File: src/rtl/fetch_controller_pkg.sv
// Shared types for the fetch path: FSM states, PC increment and the prefetch entry layout.
// Entry widths are fixed here; the controller's ADDR_W/DATA_W defaults track them.
package fetch_pkg;

   localparam int ENTRY_ADDR_W = 32;
   localparam int ENTRY_DATA_W = 32;
   localparam int PC_STEP      = 4;

   typedef enum logic [1:0] {
      IDLE   = 2'd0,
      FETCH  = 2'd1,
      HALTED = 2'd2
   } fetch_state_e;

   typedef struct packed {
      logic [ENTRY_ADDR_W-1:0] pc;
      logic [ENTRY_DATA_W-1:0] instr;
   } fetch_entry_t;

endpackage

File: src/rtl/fetch_controller_fifo.sv
// Prefetch FIFO of fetch entries: push/pop/flush, registered pointers. A push is visible on
// rdata_o one cycle later (no bypass); the caller gates push on space, and flush wins over both.
module fetch_fifo
   import fetch_pkg::*;
#(
   parameter int DEPTH = 4
) (
   input  logic                       clk,
   input  logic                       rst_n,
   input  logic                       push_i,
   input  logic                       pop_i,
   input  logic                       flush_i,
   input  fetch_entry_t               wdata_i,
   output fetch_entry_t               rdata_o,
   output logic [$clog2(DEPTH):0]     count_o
);

   localparam int PW = $clog2(DEPTH);
   localparam int CW = PW + 1;

   fetch_entry_t   mem_q [DEPTH];
   logic [PW-1:0]  wr_ptr_q, rd_ptr_q;
   logic [CW-1:0]  count_q;

   always_ff @(posedge clk) begin
      if (push_i && !flush_i) begin
         mem_q[wr_ptr_q] <= wdata_i;
      end
   end

   // DEPTH is a power of two, so the pointers wrap on their natural width.
   always_ff @(posedge clk or negedge rst_n) begin
      if (!rst_n) begin
         wr_ptr_q <= '0;
         rd_ptr_q <= '0;
         count_q  <= '0;
      end else if (flush_i) begin
         wr_ptr_q <= '0;
         rd_ptr_q <= '0;
         count_q  <= '0;
      end else begin
         if (push_i) wr_ptr_q <= wr_ptr_q + PW'(1);
         if (pop_i)  rd_ptr_q <= rd_ptr_q + PW'(1);
         if (push_i && !pop_i)      count_q <= count_q + CW'(1);
         else if (pop_i && !push_i) count_q <= count_q - CW'(1);
      end
   end

   assign rdata_o = (count_q != '0) ? mem_q[rd_ptr_q] : '0;
   assign count_o = count_q;

endmodule

File: src/rtl/fetch_controller.sv
// Fetch sequencer: owns the PC, captures imem words into the prefetch FIFO, hands them to decode.
// Fetch-to-decode latency 1 cycle; stalls on FIFO full unless decode pops the same cycle.
module fetch_controller
   import fetch_pkg::*;
#(
   parameter int                 ADDR_W     = ENTRY_ADDR_W,
   parameter int                 DATA_W     = ENTRY_DATA_W,
   parameter logic [ADDR_W-1:0]  RESET_PC   = '0,
   parameter int                 FIFO_DEPTH = 4,
   parameter logic [DATA_W-1:0]  HALT_INSN  = '1
) (
   input  logic                           clk,
   input  logic                           rst_n,
   input  logic                           fetch_en,
   output logic [ADDR_W-1:0]              imem_addr,
   input  logic [DATA_W-1:0]              imem_instr,
   input  logic                           redirect_valid,
   input  logic [ADDR_W-1:0]              redirect_pc,
   output logic                           out_valid,
   input  logic                           out_ready,
   output logic [ADDR_W-1:0]              out_pc,
   output logic [DATA_W-1:0]              out_instr,
   output logic                           halted,
   output logic [$clog2(FIFO_DEPTH):0]    fifo_count
);

   localparam int CW = $clog2(FIFO_DEPTH) + 1;

   fetch_state_e        state_q, state_d;
   logic [ADDR_W-1:0]   pc_q, pc_d;
   logic                push, pop, has_space;
   fetch_entry_t        wr_entry, head;

   assign has_space = (fifo_count < CW'(FIFO_DEPTH));
   assign pop       = out_valid && out_ready;
   assign push      = (state_q == FETCH) && fetch_en && !redirect_valid && (has_space || pop);

   always_comb begin
      wr_entry       = '0;
      wr_entry.pc    = pc_q;
      wr_entry.instr = imem_instr;
   end

   fetch_fifo #(
      .DEPTH   (FIFO_DEPTH)
   ) u_fifo (
      .clk     (clk),
      .rst_n   (rst_n),
      .push_i  (push),
      .pop_i   (pop),
      .flush_i (redirect_valid),
      .wdata_i (wr_entry),
      .rdata_o (head),
      .count_o (fifo_count)
   );

   always_ff @(posedge clk or negedge rst_n) begin
      if (!rst_n) state_q <= IDLE;
      else        state_q <= state_d;
   end

   // Redirect takes priority over every other transition, including leaving HALTED.
   always_comb begin
      state_d = state_q;
      if (redirect_valid) begin
         state_d = fetch_en ? FETCH : IDLE;
      end else begin
         unique case (state_q)
            IDLE:    if (fetch_en) state_d = FETCH;
            FETCH: begin
               if (!fetch_en)                           state_d = IDLE;
               else if (push && imem_instr == HALT_INSN) state_d = HALTED;
            end
            HALTED:  state_d = HALTED;
            default: state_d = IDLE;
         endcase
      end
   end

   always_comb begin
      imem_addr = pc_q;
      out_valid = (fifo_count != '0) && !redirect_valid;
      halted    = (state_q == HALTED);
      out_pc    = head.pc;
      out_instr = head.instr;
   end

   always_comb begin
      pc_d = pc_q;
      if (redirect_valid) pc_d = {redirect_pc[ADDR_W-1:2], 2'b00};
      else if (push)      pc_d = pc_q + ADDR_W'(PC_STEP);
   end

   always_ff @(posedge clk or negedge rst_n) begin
      if (!rst_n) pc_q <= RESET_PC;
      else        pc_q <= pc_d;
   end

endmodule

File: config.mk
export PLATFORM = sky130hd
export DESIGN_NAME = fetch_controller
export DESIGN_NICKNAME = d
export VERILOG_FILES = /design/src/rtl/fetch_controller_pkg.sv /design/src/rtl/fetch_controller_fifo.sv /design/src/rtl/fetch_controller.sv
export SDC_FILE = /design/constraint.sdc
export NUM_CORES = 1
export LEC_CHECK = 0
export BUFFER_PORTS_ARGS = -buffer_cell sky130_fd_sc_hd__buf_2
export CORE_UTILIZATION = 59
export CTS_BUF_LIST = sky130_fd_sc_hd__clkbuf_4
export CTS_CLUSTER_SIZE = 12
export DETAILED_ROUTE_END_ITERATION = 12
export PLACE_DENSITY = 0.82
export SLEW_MARGIN = 20
export SYNTH_ARGS = -nofsm -noshare
export SYNTH_HDL_FRONTEND = slang
export SYNTH_SLANG_ARGS = --single-unit
File: constraint.sdc
create_clock -name clk -period 4.1 [get_ports clk]
set_input_delay 0.82 -clock clk [delete_from_list [all_inputs] [get_ports clk]]
set_output_delay 0.82 -clock clk [all_outputs]
set_load 0.01 [all_outputs]
==> results.yml <==
global_routing:
  grt_max_degree: 53
  antenna_found_initial: 1
  grt_overflow_total: 0
  grt_pass1_vias: 7636
  grt_usage_pct: 25.94
  grt_pass1_wl_um: 41450
synth:
  netlist_area_um2: 12050
  synth-async-reset-ratio_pct: 13.59
  synthSimpleGateAreaFrac_pct: 10.55
  synthMostInstantiatedCell: "edfxtp_1"
  synth_seq_cells: 287
  yosys.area.top_type_share_pct: 61.81
  yosys_warnings: 0
  synthXorXnorAreaFrac_pct: 0.2181
  synth_fa_ha_area_share_pct: 0.6854
  synth_top_family_by_area: "multiplexers"
  synth-main-ff-cell: "edfxtp_1"
  synth_top_area_cell: "edfxtp_1"
  synthMuxAreaShare_pct: 11.67
  synthCells: 714
  synth_top_cells_by_count: "edfxtp_1 (248), nor2b_1 (65), mux4_2 (62)"
  synth_edf_count: 248
  synth_area_leaders: "edfxtp_1 (62%), mux4_2 (12%), dfrtp_1 (8.1%)"
  postSynthAreaPerCell_um2: 16.87
  synth_cell_type_count: 57
  ys_seq_area_share_pct: 69.91
  synth_compound_area_share_pct: 4.673
setup_path:
  cp.arrival_ns: 2.66
  critPathLaunchType: "register"
  critPathSlowestCell: "dfrtp_4"
  path_max_fanout: 23
  cpPeakStageDelay_ns: 0.76
  path_cells: "buf_4 > mux4_2 > nor2b_1 > buf_2"
  critical_path_class: "register to output port"
  critical_path_required_ns: 3.28
  endpoint_kind: "output port"
die:
  fp.coreArea_um2: 19720
  rows: 51
  die_w_um: 144.9
  num_io_pins: 170
  start_util_pct: 61.10
  die_height_um: 144.9
  die_area_um2: 21000
cts:
  cts_setup_buffers: 0
  ctsResizeCount: 0
  h-tree-depth: 3
  cts_sinks: 287
  cts_root_buf: "clkbuf_4"
  cts_tree: "built"
  cts_made_buffers: 72
  hold_buffers: 0
  clock_latency_ns: 0.65
  cts.clk_slew.worst_paths_ns: 0.06
  cts_max_path_buffers: 3
drt:
  drtAntennaViolNets: 0
  avgRoutedWirePerCell_um: 21.36
  vias_per_cell: 6.089
  met3_length_um: 2310
  route.detailed.drc: 0
  wl_met1_um: 10590
  wl_um: 26490
  first_pass_iters: 5
  drt_iter0_markers: 548
  wl_met2_um: 12930
  routed.top_layer: "met4"
  vias: 7550
timing:
  worstMarginPinSlew_ns: 1.092
  tns_ns: 0
  rsz0062_at_grt: "no"
  clock.fmax_ghz: 0.2874
  fin_skew_ns: 0.02777
  setup_violations: 0
  drv_slew: 0
  fin_ws_ns: 0.6207
  finalCritPeriodShare_pct: 84.86
  final_hold_viol_count: 0
  period_needed_ns: 3.479
  relSlewSlack_pct: 26.55
flow_run:
  cap_violations: 0
place:
  placed_cells: 1117
  dp_hpwl_um: 16400
  io_buffers: 163
  place_ws_ns: 1.051
  globalplace.congestion: 0.8538
outcome:
  status: "completed"
min_path:
  hold_path.class: "input port to async pin"
power_and_ir_drop:
  vdd_drop_max_uv: 346.9
  power.density_nw_per_um2: 545.8
  leakagePower_uw: 0.005006
cells_and_area:
  final_layout_size_suffix_gt1_share_pct: 37.17
  synthToLayoutAreaGrowth_pct: 16.77
  fillers: 1279
  multiInputGateArea_um2: 3376
  final-seq-area_um2: 8428
  layout.nets: 1001
  layout.cells.non_filler: 1240
[kinds of logic after synthesis]
kind of cell	count (synthesis)
other cells	1
mux	63
buf+inv	61
flops	287
simple gates	219
fa+ha+maj	6
compound gates	74
xor+xnor	3
[layout make-up]
class	count	area share (%)
Antenna cell	1	0.01779
Clock buffer	100	5.336
Clock inverter	22	0.7826
Inverter	15	0.4002
Multi-Input combinational cell	369	24.00
Sequential cell	287	59.91
Tap cell	265	2.357
Timing Repair Buffer	181	7.204
[final timing paths]
| kind | from | endpoint | slack [ns] | cells after the start |
|---|---|---|---|---|
| min in group clk | redirect_pc[9] | imem_addr[9]$_DFFE_PN0N_ | 0.38 | 3 |
| max reg2reg | u_fifo.count_o[2]$_DFFE_PN0P_ | u_fifo.count_o[1]$_DFFE_PN0P_ | 1.41 | 7 |
| max | u_fifo.rd_ptr_q[0]$_DFFE_PN0P_ | out_instr[30] | 0.62 | 4 |
| min reg2reg | u_fifo.wr_ptr_q[0]$_DFFE_PN0N_ | u_fifo.wr_ptr_q[0]$_DFFE_PN0N_ | 0.58 | 1 |
| max in group asynchronous | rst_n | u_fifo.rd_ptr_q[0]$_DFFE_PN0P_ | 3.06 | 1 |
| min | rst_n | imem_addr[11]$_DFFE_PN0N_ | 0.33 | 1 |
[flip-flops by register name, indices dropped and copies added, names as in the netlist]
register         cells
u_fifo.mem_q       248
imem_addr           30
u_fifo.count_o       3
state_q              2
u_fifo.rd_ptr_q      2
u_fifo.wr_ptr_q      2
[worst max-delay path, delay by kind of cell, from the launching register on]
kind / cells / cell delay [ns]
buffers and inverters: 2 / 0.56
flip-flops: 1 / 0.76
multiplexers: 1 / 0.54
AND/OR/NAND/NOR: 1 / 0.15
[per-layer routing]
metal  up-vias  global-route usage [%]
met5         -                       0
met4         0                   10.59
met3        54                   6.164
met2       405                   40.55
met1      3752                   35.45
li1       3339                       -
[power breakdown]
group | total [uW] | switching (uW) | internal (uW) | leakage [uW]
Sequential | 3510 | 212 | 3300 | 0.00273
Combinational | 1910 | 1020 | 894 | 0.00177
Clock | 2250 | 1070 | 1190 | 0.000515
Total | 7680 | 2300 | 5380 | 0.00501
[placed cells by master, fill, tap and decap left out, drive strengths merged, types with 7 or more instances in the layout]
master  synthesis  final
nand2          33     33
nand3          27     27
nor3            9      9
inv            15     17
edfxtp        248    248
and3            7      7
nor2           16     16
or4             7      7
clkbuf         28    100
o311ai         13     13
dfrtp          39     39
o21ai          11     11
o211ai         13     13
buf            18    181
mux4           62     62
nand4          28     28
clkinv          0     19
nor2b          65     65
[per-stage QoR]
| step | hold WS [ns] | util, % | instance area, um^2 | total power [uW] |
|---|---|---|---|---|
| finish | 0.3297 | 71.35 | 14070 | 7678 |
| global route | 0.3686 | 71.35 | 14070 | 8048 |
| CTS | 0.3214 | 71.33 | 14060 | 7758 |
| detailed placement | 0.5623 | 66.96 | 13200 | 5503 |
| global placement | 0.5451 | 66.96 | 13200 | 5472 |
| floorplan | 0.5150 | - | 12060 | 4749 |
Note: power is estimated with default switching activity, not from simulation.
